===== src/rtl/simon_playback_seq.sv =====
// Simon playback sequencer: plays the stored colour pattern on the 4-LED pad,
// echoes the player buttons when idle, and aborts early on any player press.
module simon_playback_seq #(
  parameter int DEPTH     = 16,
  parameter int ON_TICKS  = 200,
  parameter int OFF_TICKS = 200,
  parameter int TW        = 16,
  localparam int AW       = $clog2(DEPTH)
) (
  input  logic          clk,
  input  logic          rst_n,
  input  logic          start,
  input  logic [4:0]    len,
  input  logic          wr_en,
  input  logic [AW-1:0] wr_addr,
  input  logic [1:0]    wr_data,
  input  logic [3:0]    btn,
  output logic [3:0]    led,
  output logic          busy,
  output logic          done,
  output logic          aborted,
  output logic [AW-1:0] step_idx
);

  typedef enum logic [2:0] {
    S_IDLE,
    S_LOAD,
    S_ON,
    S_OFF,
    S_DONE
  } state_t;

  state_t        state_q, state_d;
  logic [3:0]    led_q, led_d;
  logic          busy_q, busy_d;
  logic          done_q, done_d;
  logic          aborted_q, aborted_d;
  logic          abort_q, abort_d;
  logic [AW-1:0] step_q, step_d;
  logic [TW-1:0] timer_q, timer_d;
  logic [4:0]    n_q, n_d;

  logic [1:0]    mem_q [DEPTH];
  logic          memWe;
  logic [4:0]    nClamp;
  logic          anyBtn;
  logic          lastStep;

  assign nClamp   = (len > 5'(DEPTH)) ? 5'(DEPTH) : len;
  assign anyBtn   = |btn;
  assign lastStep = (5'(step_q) == (n_q - 5'd1));

  // Pattern memory is deliberately not reset so the pattern survives a pad reset.
  always_ff @(posedge clk) begin
    if (memWe) begin
      mem_q[wr_addr] <= wr_data;
    end
  end

  // State and registered outputs.
  always_ff @(posedge clk or negedge rst_n) begin
    if (!rst_n) begin
      state_q   <= S_IDLE;
      led_q     <= 4'd0;
      busy_q    <= 1'b0;
      done_q    <= 1'b0;
      aborted_q <= 1'b0;
      abort_q   <= 1'b0;
      step_q    <= '0;
      timer_q   <= '0;
      n_q       <= 5'd0;
    end else begin
      state_q   <= state_d;
      led_q     <= led_d;
      busy_q    <= busy_d;
      done_q    <= done_d;
      aborted_q <= aborted_d;
      abort_q   <= abort_d;
      step_q    <= step_d;
      timer_q   <= timer_d;
      n_q       <= n_d;
    end
  end

  // Next-state logic; the done pulse is registered on leaving DONE, so busy drops one cycle later in IDLE.
  always_comb begin
    state_d   = state_q;
    led_d     = led_q;
    busy_d    = busy_q;
    done_d    = 1'b0;
    aborted_d = aborted_q;
    abort_d   = abort_q;
    step_d    = step_q;
    timer_d   = timer_q;
    n_d       = n_q;
    memWe     = 1'b0;

    case (state_q)
      S_IDLE: begin
        led_d = btn;
        if (busy_q) begin
          busy_d = 1'b0;
        end else begin
          memWe = wr_en;
          if (start) begin
            n_d       = nClamp;
            step_d    = '0;
            busy_d    = 1'b1;
            led_d     = 4'd0;
            aborted_d = 1'b0;
            abort_d   = 1'b0;
            timer_d   = '0;
            state_d   = (nClamp == 5'd0) ? S_DONE : S_LOAD;
          end
        end
      end

      S_LOAD: begin
        if (anyBtn) begin
          led_d   = 4'd0;
          abort_d = 1'b1;
          state_d = S_DONE;
        end else begin
          led_d   = 4'b0001 << mem_q[step_q];
          timer_d = '0;
          state_d = S_ON;
        end
      end

      S_ON: begin
        if (anyBtn) begin
          led_d   = 4'd0;
          abort_d = 1'b1;
          state_d = S_DONE;
        end else if (timer_q == TW'(ON_TICKS - 1)) begin
          led_d   = 4'd0;
          timer_d = '0;
          state_d = S_OFF;
        end else begin
          timer_d = timer_q + TW'(1);
        end
      end

      S_OFF: begin
        if (anyBtn) begin
          led_d   = 4'd0;
          abort_d = 1'b1;
          state_d = S_DONE;
        end else if (timer_q == TW'(OFF_TICKS - 1)) begin
          timer_d = '0;
          if (lastStep) begin
            state_d = S_DONE;
          end else begin
            step_d  = step_q + AW'(1);
            state_d = S_LOAD;
          end
        end else begin
          timer_d = timer_q + TW'(1);
        end
      end

      S_DONE: begin
        led_d     = 4'd0;
        done_d    = 1'b1;
        aborted_d = abort_q;
        state_d   = S_IDLE;
      end

      default: begin
        state_d = S_IDLE;
      end
    endcase
  end

  assign led      = led_q;
  assign busy     = busy_q;
  assign done     = done_q;
  assign aborted  = aborted_q;
  assign step_idx = step_q;

endmodule


===== config.mk =====
export PLATFORM = sky130hd
export DESIGN_NAME = simon_playback_seq
export DESIGN_NICKNAME = d
export VERILOG_FILES = /design/src/rtl/simon_playback_seq.sv
export SDC_FILE = /design/constraint.sdc
export NUM_CORES = 1
export LEC_CHECK = 0
export ABC_CLOCK_PERIOD_IN_PS = 6600
export CORE_MARGIN = 3
export CORE_UTILIZATION = 38
export CTS_CLUSTER_DIAMETER = 150
export DETAILED_ROUTE_END_ITERATION = 16
export DONT_BUFFER_PORTS = 1
export PLACE_DENSITY_LB_ADDON = 0.1
export SYNTH_ARGS = -nofsm -noshare
export SYNTH_HDL_FRONTEND = slang
export SYNTH_SLANG_ARGS = --single-unit

===== constraint.sdc =====
create_clock -name clk -period 6.6 [get_ports clk]
set_input_delay 1.32 -clock clk [delete_from_list [all_inputs] [get_ports clk]]
set_output_delay 1.32 -clock clk [all_outputs]
set_load 0.01 [all_outputs]

Word level (Yosys, flattened, before mapping)
Memory sizes are Yosys's and may differ from the RTL's.
Index checks and enable logic that the tools add are counted.
- register bits after elaboration: 36
- latch bits: 0
- RAM bits: 32
- ROM bits: 0
- bits of input ports: 19
- output and inout bits: 11
- logic and storage cells: 92
- memories kept: 1
- memories (name ; depth ; width ; rd ports ; clocked after Yosys merged registers in ; write ports ; line ; RTL):
    mem_q ; 16 ; 2 ; 1 ; 0 ; 1 ; 43 ; logic [1:0] mem_q [DEPTH];
- add/subtract/negate cells: 3
- multiply operators: 0
- divide/modulo/power cells: 0
- magnitude comparators: 1
- eq/ne operators: 17
- shift-type cells: 1
- mux-type cells: 42
- bitwise operators: 1
- reduce and logical (&&, ||, !) cells: 17
- operator list (cell ; number):
    $mux W16 ; 5
    $pmux W16 S3 ; 1
    $mux W4 ; 11
    $mux W3 ; 9
    $pmux W4 S5 ; 1
    $add A16 B1 Y16 const B ; 1
    $eq A16 B8 Y1 const B ; 1
    $ne A2 B2 Y1 const B ; 8
    $pmux W3 S4 ; 1
    $mux W1 ; 10
    $reduce_and A3 Y1 ; 3
    $pmux W4 S2 ; 1
    $reduce_and A4 Y1 ; 2
    $eq A3 B2 Y1 const B ; 2
    $ne A3 B3 Y1 const B ; 2
    $reduce_and A6 Y1 ; 1
    $reduce_bool A2 Y1 ; 3
    $eq A4 B5 Y1 ; 1
    $gt A5 B5 Y1 const B ; 1
    $logic_not A5 Y1 ; 1
    $mux W5 ; 1
    $reduce_and A5 Y1 ; 1
    $reduce_bool A5 Y1 ; 1
    $sub A5 B1 Y5 const B ; 1
    other kinds (12) ; 13

Depth between registers and ports, before layout
Gate-level depths: netlist of the first run.
- depth in word-level cells: 7
- gate-level depth with buffers: 7

Worst setup path after synthesis of the first run
No wires, ideal clock.
- path type: input -> register
- start point: input port btn[3]
- end point: register timer_q[3]
- arrival time: 2.994 ns
- required time: 6.534 ns
- setup slack: 3.541 ns
- cell stages on the path: 5
- cell sequence: nor4_2 mux2i_1 or3_1 or3b_2 nand2_1
- word-level cells in the longest chain between the ends: 3
- elaborated cells on any way between the ends: 4
- ends and longest elaborated chain (what ; line ; RTL):
    start, declared ; 17 ; input logic [3:0] btn,
    $reduce_or A4 Y1 * ; 50 ; assign anyBtn = |btn;
    $ne A2 B2 Y1 (no line) ; n/a ;
    $reduce_and A5 Y1 (no line) * ; n/a ;
    end signal, assigned ; 80 ; timer_q <= timer_d;
    end, declared ; 40 ; logic [TW-1:0] timer_q, timer_d;
Every way passes the cells marked *; elsewhere a longest branch is shown, timed or not.
A chain may end at the register's enable or synchronous reset.

Final worst setup path of the first run
Ends and elaborated chain as after synthesis.

==> summary.txt, run 1 <==
Global routing
  • Number of global-route vias before repair: 2487
  • Initial antenna violation count: 0
  • Grt total ovfl: 0
  • Tot GR Track Use: 16.21%
  • First-pass GRT wire length: 12.79 mm
  • Largest net degree at the start of global routing: 37

Route
  • Via density: 5.759
  • # DRC: 0
  • DRT Pass-1 Iters: 4
  • Average routed wire per standard cell: 18.15 um
  • Final wirelength: 7.697 mm
  • Via count: 2442
  • Detailed Route Iter0 Violations: 158
  • Routed Antenna Nets: 0

Critical path
  • Worst-path maximum fanout: 12
  • CP startpoint kind: input pin
  • Critical path data required time: 6900 ps
  • Setup Crit Path Kind: input pin to register
  • R2R depth: 5
  • Critical Path Source: btn[3]
  • Critical path capture point type: register
  • Arrival time at the worst endpoint: 3490 ps
  • R2R Path Start: timer_q[9]

Floorplan
  • Core Area: 0.008763 mm2
  • Io pins: 30
  • Die span in y: 101.3 um
  • Initial core utilization: 39.36%
  • Num rows: 34
  • Area of the die: 0.01026 mm2
  • Die Width: 101.3 um

Cells and area
  • Post-route insts no fill: 424
  • P&R area growth vs syn: 7.581%
  • Share of layout cells above drive strength 1: 10.76%
  • Nets: 333
  • Number of antenna repair diodes: 0
  • Layout Utilization: 42.35%
  • Filler Cell Count: 841

Placement
  • Placed Instances: 408
  • Input/output buffers: 0
  • RePlAce Congestion: 0.8048
  • Hpwl dp: 5.631 mm

STA
  • Final Max Tran Viols: 0
  • Period utilization: 48.41%
  • RSZ-0062 raised after global routing: false
  • Worst Tran Pin Value: 896.4 ps
  • Minimum clock period: 3195 ps
  • Fmax: 313.0 MHz
  • Final hold vios: 0
  • Final Skew: 10.33 ps
  • Setup TNS: 0 ps
  • Max_slew headroom: 38.69%
  • Final setup vio count: 0

CTS
  • H-tree depth: 3
  • CTS tree: yes
  • Clk sinks: 68
  • Clk buf depth: 2
  • CTS clk-pin slew, worst paths: 80 ps
  • Clk_lat worst skew: 350 ps
  • CTS root buffer: clkbuf_8
  • TritonCTS Buffers: 9
  • Setup bufs post-CTS: 0
  • Post-cts sizing count: 0
  • CTS Hold Bufs: 0

Power and ir drop
  • Leakage: 1.337 nW
  • Pwr dens: 291.3 mW/mm2
  • IR drop worst, VDD: 0.1227 mV

Synthesis
  • Post-synthesis cell count: 313
  • Number of synthesis warnings: 0
  • Area of the mapped netlist: 0.003450 mm2
  • Syn_nets: 335
  • Most common cell in the netlist: dfrtp_1
  • Unique masters post-synth: 55
  • Top post-synthesis cells by area: edfxtp_1 (28%), dfrtp_1 (26%), mux4_2 (5.2%), nor2_1 (3.5%), o21ai_0 (2.9%)
  • Share of Yosys cell area claimed by the top area cell type: 27.86%
  • Synth area leader: edfxtp_1
  • Share of synthesized flip-flops with an asynchronous set or reset: 52.94%
  • Post-synth EDFFs: 32
  • Sequential area share after synthesis: 53.97%
  • Yosys reg bits: 68
  • Synthesized area per cell: 11.02 um2
  • Post-synth top cells: dfrtp_1 (36), edfxtp_1 (32), nor2_1 (32)
  • Post-synth top flop: dfrtp_1

Hold path
  • Min-delay src: timer_q[1]
  • Hold Crit Depth: 2
  • Hold Crit Class: register to register

Status
  • Outcome: completed

Run
  • Max-cap violations: 0
==> placed cells by master (no fill, tap or decap), types with 4 or more instances in the layout <==
master,instances
clkbuf_8,9
o21ai_0,20
nor2_1,32
inv_1,4
nor3_1,8
mux4_2,8
nor4_1,6
nand4_1,4
o31ai_1,7
and3_1,5
or4_1,6
nand3b_1,4
dfrtp_1,36
a21oi_1,12
edfxtp_1,32
xnor2_1,8
or3_1,4
nand3_1,12
nand2b_1,11
and2_1,6
nand2_1,25
==> critical path, stage by stage <==
cell and delay [ps]:
nor4_2 620, mux2i_1 330, or3_1 620, or3b_2 530
nand2_1 70
==> metrics by stage <==
| stage | total power, mW | area [um2] | setup WS, ps | hold WS [ps] |
|---|---|---|---|---|
| after floorplan | 0.7236 | 3450 | 3541 | 467.7 |
| after global placement | 0.7756 | 3533 | 3086 | 507.4 |
| after detailed placement | 0.7805 | 3533 | 3058 | 509.3 |
| after CTS | 1.093 | 3711 | 3428 | 532.5 |
| after global routing | 1.150 | 3711 | 3286 | 563.0 |
| final | 1.081 | 3711 | 3405 | 529.6 |
==> final cells by class <==
type | count | area (um2) | share of cell area (%)
inverters | 4 | 15.01 | 0.4046
multi-input cells | 227 | 1514 | 40.80
clock inverters | 6 | 50.05 | 1.349
flip-flops and latches | 68 | 1862 | 50.17
clock buffers | 10 | 127.6 | 3.439
repair buffers | 1 | 7.507 | 0.2023
well taps | 108 | 135.1 | 3.641
==> report_power, final <==
part | internal (mW) | switching, mW | leakage (nW)
combinational | 0.0891 | 0.125 | 0.479
clock | 0.139 | 0.173 | 0.0831
sequential | 0.489 | 0.0657 | 0.775
==> per-layer routing <==
| metal | up-vias | track usage (%) | wire length, um |
|---|---|---|---|
| met5 | - | 0 | 0 |
| met4 | 0 | 5.521 | 112 |
| met1 | 1196 | 19.80 | 3383 |
| met3 | 10 | 5.096 | 430 |
| met2 | 54 | 27.16 | 3772 |
| li1 | 1182 | - | - |
==> kinds of logic (layout without fill, tap and decap cells) <==
| logic type | count (synthesis) | after routing | synth area share (%) |
|---|---|---|---|
| xor+xnor | 10 | 10 | 2.539 |
| fa+ha+maj | 3 | 3 | 1.088 |
| compound gates | 63 | 63 | 11.86 |
| simple gates | 138 | 138 | 21.65 |
| flops | 68 | 68 | 53.97 |
| buf+inv | 18 | 21 | 2.140 |
| mux | 13 | 13 | 6.746 |
==> worst paths after layout <==
| kind | endpoint | slack [ps] |
|---|---|---|
| worst max-delay path | timer_q[3] | 3410 |
| worst min-delay path | timer_q[1] | 530 |
| worst max register to register | step_idx[2] | 3880 |
| worst min register to register | timer_q[1] | 530 |
| max in group asynchronous | timer_q[10] | 5850 |
| min in group asynchronous | timer_q[15] | 660 |
==> flip-flops by register name, indices dropped and copies added (netlist names), 3 cells and up <==
signal	cells
timer_q	16
n_q	5
state_q	3
mem_q	32
step_idx	4
led	4
Note: power is estimated with default switching activity, not from simulation.
==> inputs of run 2 (changes only) <==
- ABC_CLOCK_PERIOD_IN_PS: 6600 -> 2600
- clock period: 6.6 -> 2.6 ns (I/O delays scaled with it)
==> run 2 against run 1 <==
- flip-flop and latch count stayed put
- register-to-register slack worse by 3800 ps
- worst hold slack worse by 260 ps
- combinational power grew to 3.0 times the previous value
- highest routed layer unchanged
- non-clock buffer count is 23 higher
- global-route usage is 0.39 points higher
==> summary.txt, run 2 (synthesized netlist as in run 1, its figures left out) <==
Status
  • Outcome: completed

Critical path
  • Critical path data required time: 2870 ps (-4030 ps)
  • Worst path most repeated cell: or4_4
  • Setup Crit Path Kind: register to register
  • Worst-path maximum fanout: 5 (-7)
  • Arrival time at the worst endpoint: 2740 ps (-750 ps)
  • Crit-path slowest cell: or4_4
  • Critical path capture point type: register
  • Worst path max stage delay: 550 ps (-70 ps)
  • CP startpoint kind: register
  • Worst-path cell chain: or4_4, or4_4, o21a_4, or4_1, a21boi_1

Floorplan
  • Io pins: 30 (unchanged)
  • Die Width: 101.3 um (unchanged)
  • Initial core utilization: 39.36% (unchanged)
  • Die span in y: 101.3 um (unchanged)
  • Num rows: 34 (unchanged)
  • Area of the die: 0.01026 mm2 (unchanged)
  • Core Area: 0.008763 mm2 (unchanged)

STA
  • Fmax: 404.3 MHz
  • Hold slack final: 269.2 ps (-260.4 ps)
  • Worst Tran Pin Value: 611.3 ps (-285.1 ps)
  • RSZ-0062 raised after global routing: false
  • Period utilization: 95.12%
  • Final hold vios: 0 (unchanged)
  • Setup TNS: 0 ps (unchanged)
  • Final Skew: 9.603 ps (-0.7255 ps)
  • Final setup vio count: 0 (unchanged)
  • Max_slew headroom: 58.82% (+20 points)
  • Minimum clock period: 2473 ps
  • Final Max Tran Viols: 0 (unchanged)
  • Final WS setup: 126.9 ps (-3278 ps)

Route
  • DRT Pass-1 Iters: 4 (unchanged)
  • Final wirelength: 7.863 mm (+2.2%)
  • Detailed Route Iter0 Violations: 126 (-20%)
  • Average routed wire per standard cell: 17.59 um (-3.1%)
  • Via count: 2478 (+1.5%)
  • Routed Antenna Nets: 0 (unchanged)
  • Via density: 5.544 (-3.7%)
  • # DRC: 0 (unchanged)

Placement
  • RePlAce Congestion: 0.8337 (+3.6%)
  • Post-place setup slack: 92.85 ps (-2966 ps)
  • Placed Instances: 429 (+5.1%)
  • Input/output buffers: 0 (unchanged)
  • Placed cell area: 0.003691 mm2 (+4.5%)
  • Hpwl dp: 5.741 mm (+2.0%)

Global routing
  • Grt total ovfl: 0 (unchanged)
  • Largest net degree at the start of global routing: 37 (unchanged)
  • Initial antenna violation count: 0 (unchanged)
  • First-pass GRT wire length: 13.28 mm (+3.9%)
  • Tot GR Track Use: 16.60% (+0.39 points)
  • Number of global-route vias before repair: 2595 (+4.3%)

Cells and area
  • Nets: 356 (+6.9%)
  • Post-route insts no fill: 447 (+5.4%)
  • Regs by FF count: mem_q: 32 flops, timer_q: 16 flops, n_q: 5 flops
  • Largest Register: mem_q
  • Share of layout cells above drive strength 1: 16.81% (+6.1 points)
  • Number of antenna repair diodes: 0 (unchanged)
  • Most common cell after layout, fill and taps aside: dfrtp_1
  • P&R area growth vs syn: 15.63%
  • Max FFs per register: 32 (unchanged)
  • Fin area: 0.003989 mm2 (+7.5%)
  • Commonest non-fill, non-tap cells in the layout: dfrtp_1 (36), nor2_1 (32), edfxtp_1 (32)

CTS
  • CTS clk-pin slew, worst paths: 80 ps (about the same)
  • TritonCTS Buffers: 9 (unchanged)
  • Clk_lat worst skew: 340 ps (about the same)
  • CTS root buffer: clkbuf_8
  • H-tree depth: 3 (unchanged)
  • Clk sinks: 68 (unchanged)
  • Setup bufs post-CTS: 0 (unchanged)
  • Clk buf depth: 2 (unchanged)
  • CTS tree: yes

Power and ir drop
  • Leakage: 1.501 nW (+12%)
  • IR drop worst, VDD: 0.3136 mV (+160%)
  • Pwr dens: 799.2 mW/mm2 (+170%)

Run
  • Max-cap violations: 0 (unchanged)

Hold path
  • Hold Crit Class: input pin to register
[run 2: cell count changes in the layout (fill, tap and decap cells not counted)]
cell,previous run,this run
buf_4,1,22
bufinv_16,0,4
clkinv_4,3,1
buf_12,0,1
clkinvlp_4,2,1
dlygate4sd3_1,0,1
inv_6,1,0
or4_1,6,5
or4_4,1,2
[run 2: path summary, 6_finish.rpt]
path                                  start     endpoint  slack [ps]  cells after the start
min in group asynchronous             rst_n       n_q[2]         640                      2
max in group asynchronous             rst_n      aborted        1760                      2
worst min register to register   timer_q[1]   timer_q[1]         520                      2
worst min-delay path             wr_data[1]  mem_q[7][1]         270                      0
worst max register to register  timer_q[11]  step_idx[3]         130                      5
worst max-delay path            timer_q[11]  step_idx[3]         130                      5
[run 2: what timing repair did]
item,CTS,global route
gates resized for setup,0,1
hold endpoints to repair,36,3
setup endpoints to repair,0,1
hold buffers,1,1
[run 2: layout make-up]
cell class | count | area, um2
multi-input cells | 227 | 1518
well taps | 108 | 135.1
fillers | 826 | 4775
inverters | 4 | 15.01
repair buffers | 24 | 195.2
clock inverters | 6 | 136.4
clock buffers | 10 | 127.6
flip-flops and latches | 68 | 1862
[run 2: power breakdown]
| part | internal [mW] | total, mW | switching (mW) |
|---|---|---|---|
| Clock | 0.737 | 1.16 | 0.423 |
| Sequential | 1.24 | 1.38 | 0.136 |
| Combinational | 0.279 | 0.651 | 0.372 |
[run 2: per-stage QoR]
stage / util (%) / power, mW
after detailed placement: 42.12 / 2.040
after floorplan: - / 1.837
after global routing: 45.52 / 3.392
after CTS: 45.36 / 3.234
final: 45.52 / 3.188
after global placement: 42.12 / 2.037
[run 2: critical path, delay by kind of cell, from the launching register on]
kind               cells  cell delay, ps
and+or+nand+nor        3            1590
DFF                    1             430
AOI/OAI and AO/OA      2             390
[run 2: layer usage]
| metal | global-route usage (%) | share of wire, % |
|---|---|---|
| met4 | 4.601 | 1.2 |
| met1 | 20.77 | 43 |
| met3 | 4.614 | 5.7 |
| met2 | 28.22 | 50 |
| met5 | 0 | 0 |
==> inputs of run 3 (changes only) <==
--- a/config.mk
+++ b/config.mk
@@ -6,5 +6,5 @@
 export NUM_CORES = 1
 export LEC_CHECK = 0
-export ABC_CLOCK_PERIOD_IN_PS = 2600
+export ABC_CLOCK_PERIOD_IN_PS = 2830
 export CORE_MARGIN = 3
 export CORE_UTILIZATION = 38
==> constraint.sdc (replaced) <==
create_clock -name clk -period 2.83 [get_ports clk]
set_input_delay 0.849 -clock clk [delete_from_list [all_inputs] [get_ports clk]]
set_output_delay 0.849 -clock clk [all_outputs]
set_load 0.01 [all_outputs]
==> run 3 against run 2 <==
- sequential power decreased by 9%
- critical path type unchanged
- sequential share of layout area increased by 1.4 points
- highest routed layer unchanged
- flip-flop and latch count unchanged
- first-iteration DRC count increased by 20%
- wire length decreased by 1.5%
- clock power decreased by 16%
==> summary.txt, run 3 (synthesized netlist as in run 1, its figures left out) <==
STA
  • Minimum clock period: 2594 ps (+121.0 ps)
  • Max_slew headroom: 54.14% (-4.7 points)
  • Final hold vios: 0 (unchanged)
  • Worst Tran Pin Value: 683.8 ps (+72.51 ps)
  • Final Skew: 9.671 ps (+0.06831 ps)
  • Final Max Tran Viols: 0 (unchanged)
  • RSZ-0062 raised after global routing: false
  • Final setup vio count: 0 (unchanged)
  • Setup TNS: 0 ps (unchanged)
  • Fmax: 385.5 MHz (-4.7%)
  • Period utilization: 91.67% (-3.5 points)

Status
  • Outcome: completed

Floorplan
  • Die Width: 101.3 um (unchanged)
  • Num rows: 34 (unchanged)
  • Core Area: 0.008763 mm2 (unchanged)
  • Area of the die: 0.01026 mm2 (unchanged)
  • Initial core utilization: 39.36% (unchanged)
  • Die span in y: 101.3 um (unchanged)
  • Io pins: 30 (unchanged)

CTS
  • Clk sinks: 68 (unchanged)
  • CTS root buffer: clkbuf_8
  • CTS Hold Bufs: 0 (-1)
  • H-tree depth: 3 (unchanged)
  • TritonCTS Buffers: 9 (unchanged)
  • CTS tree: yes
  • Clk_lat worst skew: 340 ps (about the same)
  • CTS clk-pin slew, worst paths: 80 ps (about the same)
  • Setup bufs post-CTS: 0 (unchanged)
  • Post-cts sizing count: 0 (unchanged)
  • Clk buf depth: 2 (unchanged)

Critical path
  • Worst path max stage delay: 600 ps (+50 ps)
  • Critical path data required time: 3100 ps (+230 ps)
  • Worst path most repeated cell: or4_1
  • CP startpoint kind: register
  • Arrival time at the worst endpoint: 2870 ps (+130 ps)
  • Critical path capture point type: register
  • Setup Crit Path Kind: register to register
  • CP bufs+invs: 0 (unchanged)
  • Crit-path slowest cell: or4_1
  • Worst-path maximum fanout: 8 (+3)
  • Top delay family on crit path: simple AND/OR/NAND/NOR gates
  • Worst-path cell chain: or4_1, or4_1, o21a_4, or4_1, a21boi_1

Global routing
  • Number of global-route vias before repair: 2487 (-4.2%)
  • Largest net degree at the start of global routing: 37 (unchanged)
  • Tot GR Track Use: 16.47% (-0.13 points)
  • First-pass GRT wire length: 12.97 mm (-2.4%)
  • Initial antenna violation count: 0 (unchanged)
  • Grt total ovfl: 0 (unchanged)

Placement
  • Placed Instances: 421 (-1.9%)
  • RePlAce Congestion: 0.8531 (+2.3%)
  • Hpwl dp: 5.655 mm (-1.5%)
  • Input/output buffers: 0 (unchanged)

Cells and area
  • Nets: 346 (-2.8%)
  • Regs by FF count: mem_q: 32 flops, timer_q: 16 flops, n_q: 5 flops
  • P&R area growth vs syn: 12.26%
  • Number of antenna repair diodes: 0 (unchanged)
  • Commonest non-fill, non-tap cells in the layout: dfrtp_1 (36), nor2_1 (32), edfxtp_1 (32)
  • Share of layout cells above drive strength 1: 14.29% (-2.5 points)
  • Post-route insts no fill: 437 (-2.2%)
  • Largest Register: mem_q
  • Most common cell after layout, fill and taps aside: dfrtp_1
  • Max FFs per register: 32 (unchanged)

Route
  • # DRC: 0 (unchanged)
  • Via density: 5.666 (+2.2%)
  • Via count: 2476 (-0.081%)
  • DRT Pass-1 Iters: 4 (unchanged)
  • Routed Antenna Nets: 0 (unchanged)
  • Detailed Route Iter0 Violations: 151 (+20%)
  • Final wirelength: 7.744 mm (-1.5%)
  • Average routed wire per standard cell: 17.72 um (+0.74%)

Run
  • Max-cap violations: 0 (unchanged)

Hold path
  • Hold Crit Class: input pin to async pin

Power and ir drop
  • Pwr dens: 726.0 mW/mm2 (-9.2%)
  • IR drop worst, VDD: 0.3291 mV (+5.0%)
  • Leakage: 1.432 nW (-4.6%)
-- run 3: worst paths after layout --
| path | start | end | slack (ps) | cells after the start |
|---|---|---|---|---|
| setup / recovery | timer_q[9] | step_idx[2] | 240 | 5 |
| hold / removal | rst_n | step_idx[3] | 190 | 0 |
| setup reg to reg | timer_q[9] | step_idx[2] | 240 | 5 |
| hold reg to reg | timer_q[1] | timer_q[1] | 520 | 2 |
| max in group asynchronous | rst_n | timer_q[2] | 2550 | 0 |
| min in group clk | timer_q[1] | timer_q[1] | 520 | 2 |
-- run 3: area by class of cell --
type                       count  area (um2)
inverter                       4       15.01
clock buffer                  10       127.6
tap                          108       135.1
timing repair buffer          14       105.1
fill                         839        4891
sequential                    68        1862
clock inverter                 6       113.9
multi-input combinational    227        1514
-- run 3: where the power goes --
| part | total (mW) | internal (mW) | leakage (nW) | switching, mW |
|---|---|---|---|---|
| Clock | 0.971 | 0.587 | 0.113 | 0.384 |
| Sequential | 1.25 | 1.14 | 0.775 | 0.109 |
| Combinational | 0.590 | 0.244 | 0.545 | 0.347 |
| Total | 2.81 | 1.97 | 1.43 | 0.840 |
-- run 3: per-stage QoR --
step / cell area (um2) / power [mW] / utilization (%) / hold slack (ps) / setup WS [ps]
after floorplan: 3450 / 1.688 / - / 467.7 / 241.7
after global placement: 3631 / 1.861 / 41.43 / 493.0 / 307.5
after detailed placement: 3631 / 1.868 / 41.43 / 497.2 / 253.0
after CTS: 3872 / 2.853 / 44.19 / 165.9 / 240.4
after global routing: 3872 / 2.985 / 44.19 / 157.5 / 147.9
final: 3872 / 2.811 / 44.19 / 188.4 / 235.8
-- run 3: per-layer routing --
metal | global-route usage, % | vias up | share of wire [%]
met5 | 0 | - | 0
met4 | 5.317 | 0 | 1.4
met3 | 5.579 | 10 | 6.1
met2 | 26.96 | 52 | 49
met1 | 20.57 | 1205 | 43
li1 | - | 1209 | -
-- run 3: worst reg2reg max path: stages, from the launching register on --
cell and delay (ps):
dfrtp_1 450, or4_1 550, or4_1 600, o21a_4 280, or4_1 490, a21boi_1 140
